`config.mk`:
```
export PLATFORM = sky130hd
export DESIGN_NAME = hazard_tracker_flat
export DESIGN_NICKNAME = d
export VERILOG_FILES = /design/src/rtl/pipe_pkg.sv /design/src/rtl/hazard_tracker_if.sv /design/src/rtl/hazard_src_match.sv /design/src/rtl/hazard_tracker.sv /design/src/flat_wrapper.sv
export SDC_FILE = /design/constraint.sdc
export NUM_CORES = 1
export LEC_CHECK = 0
export ABC_AREA = 0
export BUFFER_PORTS_ARGS = -buffer_cell sky130_fd_sc_hd__buf_2
export CORE_MARGIN = 3
export CORE_UTILIZATION = 30
export DETAILED_ROUTE_END_ITERATION = 12
export PLACE_DENSITY = 0.6
export SLEW_MARGIN = 0
export SYNTH_ARGS = -nofsm -noshare
export SYNTH_HDL_FRONTEND = slang
export SYNTH_HIERARCHICAL = 1
export SYNTH_SLANG_ARGS = --single-unit
export TNS_END_PERCENT = 20
```
`constraint.sdc`:
```
create_clock -name clk -period 2.6 [get_ports clk]
set_input_delay 0.26 -clock clk [delete_from_list [all_inputs] [get_ports clk]]
set_output_delay 0.26 -clock clk [all_outputs]
set_load 0.1 [all_outputs]
```
`src/rtl/pipe_pkg.sv`:
```
// Shared pipeline definitions for the hazard tracker, the pipeline registers
// and the EX forwarding mux.
//   PIPE_AW       : register address width carried in a tag entry
//   *_DEF         : default tracked-stage count and forwarding readiness
//   REG_ZERO      : hard-wired zero register, never a real producer
//   FWD_RF        : forwarding select meaning "use the register-file value"
//   tag_t         : one in-flight writer {v, dst, wr, ld}
package pipe_pkg;

    localparam int PIPE_AW      = 5;
    localparam int STAGES_DEF   = 3;
    localparam int ALU_RDY_DEF  = 1;
    localparam int LOAD_RDY_DEF = 2;
    localparam int FWD_RF       = 0;

    localparam logic [PIPE_AW-1:0] REG_ZERO = '0;

    typedef struct packed {
        logic               v;
        logic [PIPE_AW-1:0] dst;
        logic               wr;
        logic               ld;
    } tag_t;

endpackage

```
`src/rtl/hazard_tracker_if.sv`:
```
// ID-stage hazard/forwarding bus between the pipeline and hazard_tracker.
//   master : pipeline side, drives the ID instruction fields and flush
//   slave  : tracker side, returns stall, ex_fwd_sel and stall_cnt
interface hazard_tracker_if
    import pipe_pkg::*;
#(
    parameter int REG_AW  = PIPE_AW,
    parameter int NUM_SRC = 2,
    parameter int SEL_W   = $clog2(STAGES_DEF + 1)
);

    logic                      id_valid;
    logic [NUM_SRC*REG_AW-1:0] id_src;
    logic [NUM_SRC-1:0]        id_src_used;
    logic [REG_AW-1:0]         id_dst;
    logic                      id_wr;
    logic                      id_load;
    logic                      flush;
    logic                      stall;
    logic [NUM_SRC*SEL_W-1:0]  ex_fwd_sel;
    logic [31:0]               stall_cnt;

    modport master (
        output id_valid, id_src, id_src_used, id_dst, id_wr, id_load, flush,
        input  stall, ex_fwd_sel, stall_cnt
    );

    modport slave (
        input  id_valid, id_src, id_src_used, id_dst, id_wr, id_load, flush,
        output stall, ex_fwd_sel, stall_cnt
    );

endinterface

```
`src/rtl/hazard_src_match.sv`:
```
// Per-source producer search for one ID source operand.
//   src, srcUsed : source register number and whether it is actually read
//   tags         : all in-flight writers, index 0 = EX
//   hazard       : the youngest producer will not be forwardable in time
//   sel          : forwarding select for this source's EX cycle
module hazard_src_match
    import pipe_pkg::*;
#(
    parameter int REG_AW   = PIPE_AW,
    parameter int STAGES   = STAGES_DEF,
    parameter int ALU_RDY  = ALU_RDY_DEF,
    parameter int LOAD_RDY = LOAD_RDY_DEF,
    parameter int SEL_W    = $clog2(STAGES + 1)
) (
    input  logic [REG_AW-1:0]     src,
    input  logic                  srcUsed,
    input  tag_t [STAGES-1:0]     tags,
    output logic                  hazard,
    output logic [SEL_W-1:0]      sel
);

    always_comb begin
        hazard = 1'b0;
        sel    = SEL_W'(FWD_RF);
        // Walk oldest to youngest so the youngest matching writer decides last.
        for (int s = STAGES - 1; s >= 0; s--) begin
            if (srcUsed && tags[s].v && tags[s].wr &&
                tags[s].dst != REG_ZERO && tags[s].dst == src) begin
                // s+1 is where the producer sits once the consumer reaches EX.
                if (s + 1 >= STAGES) begin
                    hazard = 1'b0;
                    sel    = SEL_W'(FWD_RF);
                end else if (s + 1 >= (tags[s].ld ? LOAD_RDY : ALU_RDY)) begin
                    hazard = 1'b0;
                    sel    = SEL_W'(s + 1);
                end else begin
                    hazard = 1'b1;
                    sel    = SEL_W'(FWD_RF);
                end
            end
        end
    end

endmodule

```
`src/rtl/hazard_tracker.sv`:
```
// Hazard and forwarding controller for the in-order pipeline.
//   clk   : rising-edge clock
//   reset : asynchronous, active-low
//   bus   : ID instruction in; stall (combinational), ex_fwd_sel (registered,
//           aligned with the instruction in EX) and saturating stall_cnt out
module hazard_tracker
    import pipe_pkg::*;
#(
    parameter int REG_AW   = PIPE_AW,
    parameter int NUM_SRC  = 2,
    parameter int STAGES   = STAGES_DEF,
    parameter int ALU_RDY  = ALU_RDY_DEF,
    parameter int LOAD_RDY = LOAD_RDY_DEF,
    parameter int SEL_W    = $clog2(STAGES + 1)
) (
    input  logic             clk,
    input  logic             reset,
    hazard_tracker_if.slave  bus
);

    tag_t [STAGES-1:0]        tagQ;
    tag_t                     idEntry;
    logic [NUM_SRC-1:0]       hazardVec;
    logic [NUM_SRC*SEL_W-1:0] selNext;
    logic [NUM_SRC*SEL_W-1:0] fwdSelQ;
    logic [31:0]              stallCntQ;
    logic                     stallInt;
    logic                     issue;

    for (genvar g = 0; g < NUM_SRC; g++) begin : gen_src
        hazard_src_match #(
            .REG_AW   (REG_AW),
            .STAGES   (STAGES),
            .ALU_RDY  (ALU_RDY),
            .LOAD_RDY (LOAD_RDY),
            .SEL_W    (SEL_W)
        ) u_match (
            .src     (bus.id_src[g*REG_AW +: REG_AW]),
            .srcUsed (bus.id_src_used[g]),
            .tags    (tagQ),
            .hazard  (hazardVec[g]),
            .sel     (selNext[g*SEL_W +: SEL_W])
        );
    end

    // Flush wins over a hazard: the squashed instruction never waits.
    assign stallInt = bus.id_valid & ~bus.flush & (|hazardVec);
    assign issue    = bus.id_valid & ~stallInt & ~bus.flush;

    always_comb begin
        idEntry     = '0;
        idEntry.v   = issue;
        idEntry.dst = bus.id_dst;
        idEntry.wr  = bus.id_wr;
        idEntry.ld  = bus.id_load;
    end

    always_ff @(posedge clk or negedge reset) begin
        if (!reset) begin
            tagQ      <= '0;
            fwdSelQ   <= '0;
            stallCntQ <= '0;
        end else begin
            tagQ[0] <= idEntry;
            for (int s = 1; s < STAGES; s++) begin
                tagQ[s] <= tagQ[s-1];
            end
            fwdSelQ <= issue ? selNext : '0;
            if (stallInt && stallCntQ != 32'hFFFF_FFFF) begin
                stallCntQ <= stallCntQ + 32'd1;
            end
        end
    end

    assign bus.stall      = stallInt;
    assign bus.ex_fwd_sel = fwdSelQ;
    assign bus.stall_cnt  = stallCntQ;

endmodule

```
`src/flat_wrapper.sv`:
```
// flat-port wrapper written by rule: the top's interface ports become plain ports
module hazard_tracker_flat import pipe_pkg::*;
#(
    parameter int REG_AW   = PIPE_AW,
    parameter int NUM_SRC  = 2,
    parameter int STAGES   = STAGES_DEF,
    parameter int ALU_RDY  = ALU_RDY_DEF,
    parameter int LOAD_RDY = LOAD_RDY_DEF,
    parameter int SEL_W    = $clog2(STAGES + 1)
)
  (clk, reset, bus_id_valid, bus_id_src, bus_id_src_used, bus_id_dst, bus_id_wr, bus_id_load, bus_flush, bus_stall, bus_ex_fwd_sel, bus_stall_cnt);
  hazard_tracker_if #(.REG_AW(REG_AW), .NUM_SRC(NUM_SRC), .SEL_W(SEL_W)) bus_i ();
  input  logic clk;
  input  logic reset;
  input wire logic [$bits(bus_i.id_valid)-1:0] bus_id_valid;
  input wire logic [$bits(bus_i.id_src)-1:0] bus_id_src;
  input wire logic [$bits(bus_i.id_src_used)-1:0] bus_id_src_used;
  input wire logic [$bits(bus_i.id_dst)-1:0] bus_id_dst;
  input wire logic [$bits(bus_i.id_wr)-1:0] bus_id_wr;
  input wire logic [$bits(bus_i.id_load)-1:0] bus_id_load;
  input wire logic [$bits(bus_i.flush)-1:0] bus_flush;
  output wire logic [$bits(bus_i.stall)-1:0] bus_stall;
  output wire logic [$bits(bus_i.ex_fwd_sel)-1:0] bus_ex_fwd_sel;
  output wire logic [$bits(bus_i.stall_cnt)-1:0] bus_stall_cnt;
  assign bus_i.id_valid = bus_id_valid;
  assign bus_i.id_src = bus_id_src;
  assign bus_i.id_src_used = bus_id_src_used;
  assign bus_i.id_dst = bus_id_dst;
  assign bus_i.id_wr = bus_id_wr;
  assign bus_i.id_load = bus_id_load;
  assign bus_i.flush = bus_flush;
  assign bus_stall = bus_i.stall;
  assign bus_ex_fwd_sel = bus_i.ex_fwd_sel;
  assign bus_stall_cnt = bus_i.stall_cnt;
  hazard_tracker #(.REG_AW(REG_AW), .NUM_SRC(NUM_SRC), .STAGES(STAGES), .ALU_RDY(ALU_RDY), .LOAD_RDY(LOAD_RDY), .SEL_W(SEL_W)) u_core (.clk(clk), .reset(reset), .bus(bus_i));
endmodule
```
==> metrics.md, run 1 <==
| Metric | Value |
|---|---|
| Outcome | complete, no violations |
| Die footprint | between 0.009 and 0.01 mm^2 |
| Clk_skew | 0.01276 ns |
| Layout cell share with drive strength beyond 1 | 31.10% |
| Fmax achieved | 401.7 MHz |
| Crit path capture type | output pin |
| FF/Latch Area | 0.001276 mm^2 |
| Worst Hold Endpoint | u_core/tagQ[4] |
| Critical path type | register to output pin |
| Max-cap violations | 0 |
| Placement Setup Slack | 0.06631 ns |
| Synth Warn # | 6 |
| Drt pass-1 iters | 4 |
| Critical Path Start Type | register |
| Required time worst endpoint | 2.34 ns |
| CP arrival | 2.23 ns |
| GRT Residual Overflow | 0 |
| Vias in the first global route | 1,872 |
| Post-route DRC | 0 |
| Hold_sp | bus_id_dst[2] |
| Die Span X | between 90 and 100 um |
| Routed WL | 5744 um |
| Pwr per Cell Area | 474.6 mW/mm^2 |
| Total Routing Usage GR | 12.33% |
| Slowest stage delay, CP | 0.53 ns |
| Reg-to-reg critical path startpoint | u_core/tagQ[4] |
| Initial Utilization | 31.65% |
| Fin nets | 322 |
| Synth Cell Area | 0.002496 mm^2 |
| Normalized max-slew margin | 66.66% |
| Crit share post-route | 95.75% |
| Period minus WS final | about 2.5 ns |
| Routed length per instance | around 14 um |
| # setup viols final | 0 |
| Most common cell after layout, fill and taps aside | buf_2 |
| H-Tree Depth | 2 |
| Fillers | 790 |
| Core area | a little under 0.008 mm^2 |
| Fin util | 39.42% |
| Via count | 1,922 |
| Placement Cell Area | 0.002942 mm^2 |
| Detailed placer's ending HPWL | 4360 um |
| Number of antenna violations at the first check in global routing | 0 |
| Max VDD drop | 0.1997 mV |
| Sink Count | 51 |
| Worst-path cell chain | or4_1 > nor2_1 > nor3_2 > and2_1 > nor2_2 > or2_4 > clkinv_2 > buf_12 |
| Worst-Skew Late Latency | around 0.3 ns |
| Hold crit path type | primary input to register |
| ANT nets after route | 0 |
| Area of the multi-input gates | between 0.001 and 0.0015 mm^2 |
| Area growth, synth to finish | 24.56% |
| N_diodes | 0 |
| DRT iter0 DRCs | 68 |
| Largest net degree at the start of global routing | 38 |
| Worst path slowest cell | or4_1 |
| Worst reg2reg setup slack | 0.21 ns |
| # rows | 32 |
| Most frequent cells in the layout | buf_2, dfrtp_1, xnor2_1 |
| Hold Fails Final Rpt | 0 |
| Fin area | 0.003109 mm^2 |
| Placer Congestion | 0.7907 |
| Leak pwr | 1.376 nW |
| Post-CTS Setup Repair Bufs | 0 |
| First-pass GRT wire length | 9459 um |
| Worst R2R End | u_core/bus.stall_cnt[17] |
| Num CTS Buffers | 5 |
| CP max FO | 6 |
| Port Buffer Count | 59 |
| Clock root buffer | clkbuf_8 |
| Least-Margin Pin Slew | 0.5036 ns |
| Worst Reg-to-Reg Cells | 9 |
| Clk buf depth | 2 |
| Slew Viols, Final | 0 |
| Io pins | 60 |
| Post-Synthesis Cells | 229 |
| Avg Cell Area, Syn | ~11 um^2 |
| Worst Hold Depth | 1 |
| Syn nets | roughly 250 |
| Fin worst setup slack | 0.1105 ns |
| Clk slew on worst S/H paths | 0.09 ns |
| CTS tree | built |
| Via-per-instance ratio | 4.793 |
| Vert. Die Dim | slightly below 100 um |
-- worst max-delay path: cells and delay by family, from the launching register on --
kind	cells	cell delay (ns)
AND/OR/NAND/NOR	6	1.19
flip-flops	1	0.44
buffers and inverters	2	0.30
-- metrics by stage --
step	cells	power [W]	setup TNS, ns	hold WS (ns)
after global routing	401	0.001535	-0.04366	0.03953
after global placement	392	0.0009223	0	0.1760
after floorplan	229	0.0008729	0	-0.03559
after detailed placement	392	0.0009237	0	0.1753
final	401	0.001476	0	0.06052
after CTS	401	0.001499	0	0.04717
-- registers in the layout, summed over array words and instances, names as in the netlist --
signal	flops
u_core/bus.ex_fwd_sel	4
u_core/bus.stall_cnt	32
u_core/tagQ	15
-- cell type report --
class	count	share of cell area, %
inverters	5	0.6439
flip-flops and latches	51	41.05
multi-input cells	170	38.91
repair buffers	65	11.51
clock inverters	2	1.127
clock buffers	6	2.656
well taps	102	4.105
-- where the power goes --
part | switching, W | total, W | internal, W
Combinational | 0.0000486 | 0.0000873 | 0.0000387
Sequential | 0.0000159 | 0.000821 | 0.000805
Clock | 0.000256 | 0.000567 | 0.000312
-- worst max path at each step --
stage                                to            from  slack [ns]
2_1_floorplan  u_core/bus.stall_cnt[27]  u_core/tagQ[2]        0.04
3_3_place_gp   u_core/bus.stall_cnt[22]  u_core/tagQ[4]        0.09
3_5_place_dp   u_core/bus.stall_cnt[22]  u_core/tagQ[4]        0.07
4_1_cts        u_core/bus.stall_cnt[22]  u_core/tagQ[4]        0.05
5_1_grt                       bus_stall  u_core/tagQ[2]       -0.04
6_report                      bus_stall  u_core/tagQ[2]        0.11
-- metal layers --
metal | GRT usage [%] | vias up | part of all wire [%]
met5 | 0 | - | 0
met4 | 3.940 | 0 | 0.71
met3 | 3.805 | 2 | 5.5
met2 | 18.68 | 48 | 47
met1 | 16.87 | 929 | 47
li1 | - | 943 | -
-- timing repair --
| action | CTS | global route |
|---|---|---|
| pin swaps | 0 | 0 |
| hold endpoints to repair | 14 | 0 |
| endpoints found under the setup margin | 1 | 12 |
| gates resized for setup | 3 | 8 |
| hold buffers | 1 | 0 |
No activity file was read; power rests on OpenSTA's default activity.
==> inputs of run 2 (changes only) <==
--- a/constraint.sdc
+++ b/constraint.sdc
@@ -3,2 +3,2 @@
 set_output_delay 0.26 -clock clk [all_outputs]
-set_load 0.1 [all_outputs]
+set_load 0.005 [all_outputs]
==> run 2 against run 1 <==
Final cell count up 0.75%. Highest routed layer unchanged. Die area stayed put. Critical endpoint unchanged. Sequential share of layout area shrank 0.54 points. Total power is essentially flat.
==> metrics.md, run 2 (synthesis gave the netlist of run 1 again) <==
| Metric | Value |
|---|---|
| Outcome | complete, no violations |
| Required time worst endpoint | 2.34 ns (about the same) |
| Worst reg2reg setup slack | 0.17 ns (-0.04 ns) |
| Most common cell after layout, fill and taps aside | buf_2 |
| Clk buf depth | 2 (unchanged) |
| Worst Reg-to-Reg Cells | 10 (+1) |
| Total Routing Usage GR | 12.56% (+0.23 points) |
| TNS Setup | 0 ns (unchanged) |
| Normalized max-slew margin | 69.20% (+2.5 points) |
| Clk_skew | 0.007328 ns (-0.005429 ns) |
| N_diodes | 0 (unchanged) |
| CTS tree | built |
| Sink Count | 51 (unchanged) |
| DRT iter0 DRCs | 100 (+47%) |
| Worst Hold Endpoint | u_core/tagQ[6] |
| Worst hold margin | 0.06690 ns (+0.006388 ns) |
| Vias in the first global route | 1,969 (+5.2%) |
| CP max FO | 4 (-2) |
| Crit path capture type | output pin |
| ANT nets after route | 0 (unchanged) |
| Hold Fails Final Rpt | 0 (unchanged) |
| Total power | 0.001475 W (about the same) |
| # rows | 32 (unchanged) |
| Hold crit path type | primary input to register |
| Routed WL | 5778 um (+0.59%) |
| Placer Congestion | 0.8458 (+7.0%) |
| Max reg flops | 32 (unchanged) |
| Fmax achieved | 397.7 MHz (-1.0%) |
| Least-Margin Pin Slew | 0.4585 ns (-0.04503 ns) |
| Reg-to-reg critical path startpoint | u_core/tagQ[2] |
| Post-route DRC | 0 (unchanged) |
| Detailed placer's ending HPWL | 4339 um (-0.46%) |
| Initial Utilization | 31.65% (unchanged) |
| Io pins | 60 (unchanged) |
| Via-per-instance ratio | 4.740 (-1.1%) |
| Clock root buffer | clkbuf_8 |
| Routed length per instance | 14.30 um (-0.16%) |
| GRT Residual Overflow | 0 (unchanged) |
| Port Buffer Count | 59 (unchanged) |
| Slew Viols, Final | 0 (unchanged) |
| Clk slew on worst S/H paths | 0.09 ns (about the same) |
| Fin worst setup slack | 0.08527 ns (-0.02525 ns) |
| Hold_sp | bus_id_dst[4] |
| Most used cell, CP | buf_4 |
| Die footprint | 0.009451 mm^2 (unchanged) |
| Pwr per Cell Area | 468.2 mW/mm^2 (-1.3%) |
| Worst path slowest cell | dfrtp_1 |
| First-pass GRT wire length | 9742 um (+3.0%) |
| Leak pwr | 1.424 nW (+3.5%) |
| Die Span X | 97.22 um (unchanged) |
| Area growth, synth to finish | 26.22% |
| # setup viols final | 0 (unchanged) |
| Largest net degree at the start of global routing | 34 (-11%) |
| Worst R2R End | u_core/bus.stall_cnt[22] |
| Via count | 1,915 (-0.36%) |
| Worst Hold Depth | 1 (unchanged) |
| H-Tree Depth | 2 (unchanged) |
| Core area | 0.007888 mm^2 (unchanged) |
| Critical Path Start Type | register |
| Layout cell share with drive strength beyond 1 | 32.78% (+1.7 points) |
| Fillers | 783 (-0.89%) |
| Placement Setup Slack | 0.1236 ns (+0.05727 ns) |
| Max VDD drop | 0.2054 mV (+2.8%) |
| Worst-Skew Late Latency | 0.30 ns (about the same) |
| Fin nets | 325 (+0.93%) |
| Slowest stage delay, CP | 0.40 ns (-0.13 ns) |
| Vert. Die Dim | 97.22 um (unchanged) |
| Drt pass-1 iters | 4 (unchanged) |
| Critical path type | register to output pin |
| Number of antenna violations at the first check in global routing | 0 (unchanged) |
| Most frequent cells in the layout | buf_2, dfrtp_1, xnor2_1 |
| Period minus WS final | 2.515 ns (+0.02525 ns) |
| Num CTS Buffers | 5 (unchanged) |
| Crit share post-route | 96.72% (+0.97 points) |
| Worst-path cell chain | buf_4 > xnor2_2 > nand4_1 > nor3_2 > and2_4 > nor2_4 > or2_4 > inv_4 > buf_4 > buf_2 |
| Max-cap violations | 0 (unchanged) |
| CP arrival | 2.25 ns (+0.02 ns) |
[run 2: cell count changes in the layout (fill, tap and decap cells not counted), moves of 2 or more]
cell / before / now
and2_1: 9 / 7
and2_4: 0 / 2
buf_4: 5 / 7
nor2_2: 2 / 0
xnor2_1: 49 / 47
xnor2_2: 0 / 2
[run 2: worst max-delay path by stage]
stage	start	end	slack, ns	cells after the start
final	u_core/tagQ[2]	bus_stall	0.09	10
after detailed placement	u_core/tagQ[3]	u_core/bus.stall_cnt[22]	0.12	9
after CTS	u_core/tagQ[4]	bus_stall	0.003	9
after global routing	u_core/tagQ[5]	bus_stall	-0.04	10
after global placement	u_core/tagQ[6]	u_core/bus.stall_cnt[22]	0.08	9
after floorplan	u_core/tagQ[2]	u_core/bus.stall_cnt[1]	0.21	9
[run 2: final cells by class]
class                           count  area, um^2  share of cell area [%]
Clock inverter                      2       35.03                   1.112
Timing Repair Buffer               68       369.1                   11.72
Tap cell                          102       127.6                   4.051
Inverter                            5       21.27                  0.6751
Clock buffer                        6       82.58                   2.621
Multi-Input combinational cell    170        1239                   39.32
Sequential cell                    51        1276                   40.51
[run 2: where the power goes]
part	switching [W]	internal, W
combinational	0.0000461	0.0000438
sequential	0.0000149	0.000805
clock	0.000254	0.000312
total	0.000315	0.00116
[run 2: worst max-delay path, delay by kind of cell (launching register included)]
kind | cells | cell delay [ns]
xor+xnor | 1 | 0.15
simple gates | 5 | 0.97
buf+inv | 4 | 0.45
flops | 1 | 0.40
[run 2: per-stage QoR]
step / area (um^2) / util (%) / std cells
after floorplan: 2496 / - / 229
after global placement: 2942 / 37.29 / 392
after detailed placement: 2942 / 37.29 / 392
after CTS: 3097 / 39.26 / 404
after global routing: 3151 / 39.94 / 404
final: 3151 / 39.94 / 404
[run 2: repair_timing]
action                                 4_1_cts  5_1_grt
setup buffers                                3        0
endpoints found under the hold margin       18        0
pin swaps                                    0        3
resized for setup                            2       12
setup endpoints to repair                    1        9
hold buffers                                 1        0
[run 2: routing by layer]
layer / routed length (um) / global-route usage, % / vias to the layer above / share of wire (%)
met5: 0 / 0 / - / 0
met1: 2707 / 17.17 / 904 / 47
met4: 76 / 3.727 / 0 / 1.3
met3: 297 / 2.943 / 6 / 5.1
met2: 2697 / 19.90 / 51 / 47
li1: - / - / 954 / -
==> inputs of run 3 (changes only) <==
CORE_ASPECT_RATIO = 1.25   (was default)
==> run 3 against run 2 <==
Wire length grew 5.8%. Register-to-register slack worse by 0.05 ns. Flip-flop and latch count is the same. Clock power fell by 22%. Critical path depth is 1 lower. Final cell count shrank 0.74%. Sequential share of layout area decreased by 0.11 points. Count of clock-buffer cells in the layout is the same. Largest cell class unchanged. Highest routed layer unchanged.
==> metrics.md, run 3 (synthesis gave the netlist of run 1 again) <==
| Metric | Value |
|---|---|
| Outcome | complete, no violations |
| Unrepaired setup endpoints after global routing | true |
| Largest net degree at the start of global routing | 30 (-12%) |
| Worst path slowest cell | or4_1 |
| Placer Congestion | 0.8581 (+1.5%) |
| Vert. Die Dim | 108.0 um (+11%) |
| Reg-to-reg critical path startpoint | u_core/tagQ[2] |
| Via count | 1,985 (+3.7%) |
| Worst Hold Endpoint | u_core/tagQ[6] |
| Initial Utilization | 31.49% (-0.16 points) |
| Placement Cell Area | 0.002953 mm^2 (+0.38%) |
| Leak pwr | 1.437 nW (+0.91%) |
| Fmax achieved | 397.3 MHz (-0.10%) |
| Crit path capture type | output pin |
| Fin area | 0.003159 mm^2 (+0.28%) |
| Hold crit path type | primary input to register |
| Pwr per Cell Area | 426.2 mW/mm^2 (-9.0%) |
| Via-per-instance ratio | 4.950 (+4.4%) |
| Period minus WS final | 2.517 ns (+0.002566 ns) |
| Die Span X | 87.59 um (-9.9%) |
| TNS Setup | 0 ns (unchanged) |
| GRT Residual Overflow | 0 (unchanged) |
| Required time worst endpoint | 2.34 ns (about the same) |
| CTS tree | built |
| Max-cap violations | 0 (unchanged) |
| Layout cell share with drive strength beyond 1 | 33.33% (+0.55 points) |
| Most common cell after layout, fill and taps aside | buf_2 |
| Core area | 0.007928 mm^2 (+0.51%) |
| Hold_sp | bus_id_dst[4] |
| First-pass GRT wire length | 10,010 um (+2.7%) |
| Critical path type | register to output pin |
| Total Routing Usage GR | 13.36% (+0.80 points) |
| Max reg flops | 32 (unchanged) |
| Clk_skew | 0.009070 ns (+0.001742 ns) |
| Area growth, synth to finish | 26.57% |
| # setup viols final | 0 (unchanged) |
| Crit share post-route | 96.82% (+0.099 points) |
| Die footprint | 0.009458 mm^2 (about the same) |
| Routed WL | 6116 um (+5.8%) |
| Least-Margin Pin Slew | 0.5740 ns (+0.1154 ns) |
| Io pins | 60 (unchanged) |
| Slowest stage delay, CP | 0.51 ns (+0.11 ns) |
| CP max FO | 12 (+8) |
| Normalized max-slew margin | 61.74% (-7.5 points) |
| Worst-path cell chain | or4_1 > nor2_1 > nor3_2 > and2_4 > nor2_2 > or2_4 > inv_4 > buf_12 > buf_2 |
| Sink Count | 51 (unchanged) |
| Fin nets | 329 (+1.2%) |
| Drt pass-1 iters | 4 (unchanged) |
| Clk buf depth | 2 (unchanged) |
| Worst Hold Depth | 1 (unchanged) |
| Placement Setup Slack | 0.02252 ns (-0.1011 ns) |
| Fillers | 781 (-0.26%) |
| Clock root buffer | clkbuf_8 |
| Post-route DRC | 0 (unchanged) |
| Port Buffer Count | 59 (unchanged) |
| H-Tree Depth | 2 (unchanged) |
| Routed length per instance | 15.25 um (+6.6%) |
| DRT iter0 DRCs | 63 (-37%) |
| Most frequent cells in the layout | buf_2, dfrtp_1, xnor2_1 |
| # rows | 36 (+13%) |
| DP Cell Count | 386 (-1.5%) |
| Worst R2R End | u_core/bus.stall_cnt[17] |
| Max VDD drop | 0.2740 mV (+33%) |
| Clk slew on worst S/H paths | 0.09 ns (about the same) |
| Crit path launch | u_core/tagQ[5] |
| Fin worst setup slack | 0.08271 ns (-0.002566 ns) |
| Post-route non-filler standard cell count | 401 (-0.74%) |
| Worst-Skew Late Latency | 0.30 ns (about the same) |
| Num CTS Buffers | 5 (unchanged) |
| ANT nets after route | 0 (unchanged) |
| Detailed placer's ending HPWL | 4519 um (+4.1%) |
| Number of antenna violations at the first check in global routing | 0 (unchanged) |
| Worst hold margin | 0.06363 ns (-0.003276 ns) |
| Worst Reg-to-Reg Cells | 11 (+1) |
| Vias in the first global route | 2,112 (+7.3%) |
| Slew Viols, Final | 0 (unchanged) |
| Critical Path Start Type | register |
| CP arrival | 2.26 ns (about the same) |
| N_diodes | 0 (unchanged) |
| Worst reg2reg setup slack | 0.12 ns (-0.05 ns) |
| Hold Fails Final Rpt | 0 (unchanged) |
==> run 3: worst max-delay path by stage <==
stage	to	slack [ns]
after global placement	u_core/bus.stall_cnt[22]	0.06
after floorplan	u_core/bus.stall_cnt[1]	0.21
final	bus_stall	0.08
after detailed placement	u_core/bus.stall_cnt[22]	0.02
after CTS	u_core/bus.stall_cnt[31]	-0.01
after global routing	u_core/bus.stall_cnt[22]	-0.06
==> run 3: routing by layer <==
| layer | vias up | GRT usage, % | part of all wire (%) |
|---|---|---|---|
| li1 | 956 | - | - |
| met1 | 974 | 16.02 | 43 |
| met2 | 51 | 23.44 | 51 |
| met3 | 4 | 2.973 | 4.9 |
| met4 | 0 | 4.276 | 1.0 |
| met5 | - | 0 | 0 |
==> run 3: timing repair <==
| action | in CTS | in global routing |
|---|---|---|
| endpoints found under the hold margin | 22 | 0 |
| setup buffers | 1 | 5 |
| hold buffers | 1 | 0 |
| endpoints found under the setup margin | 2 | 12 |
| pin swaps | 1 | 5 |
| gates resized for setup | 4 | 12 |
==> run 3: worst max-delay path: cells and delay by family, from the launching register on <==
kind | cells | cell delay [ns]
buffers and inverters | 3 | 0.30
AND/OR/NAND/NOR | 6 | 1.21
flip-flops | 1 | 0.43
==> run 3: cell type report <==
cell class | count | area [um^2] | area share (%)
Clock buffer | 6 | 72.57 | 2.297
Inverter | 5 | 21.27 | 0.6733
Tap cell | 95 | 118.9 | 3.762
Timing Repair Buffer | 72 | 420.4 | 13.31
Clock inverter | 2 | 12.51 | 0.3960
Multi-Input combinational cell | 170 | 1237 | 39.17
Sequential cell | 51 | 1276 | 40.40
==> run 3: where the power goes <==
| group | internal, W | switching (W) | total, W |
|---|---|---|---|
| clock | 0.000188 | 0.000250 | 0.000438 |
| combinational | 0.0000427 | 0.0000451 | 0.0000879 |
| sequential | 0.000805 | 0.0000155 | 0.000821 |
==> run 3: per-stage QoR <==
| step | power (W) | util, % |
|---|---|---|
| detailed placement | 0.0009207 | 37.25 |
| CTS | 0.001371 | 38.72 |
| finish | 0.001347 | 39.85 |
| floorplan | 0.0008678 | - |
| global placement | 0.0009194 | 37.25 |
| global route | 0.001414 | 39.85 |
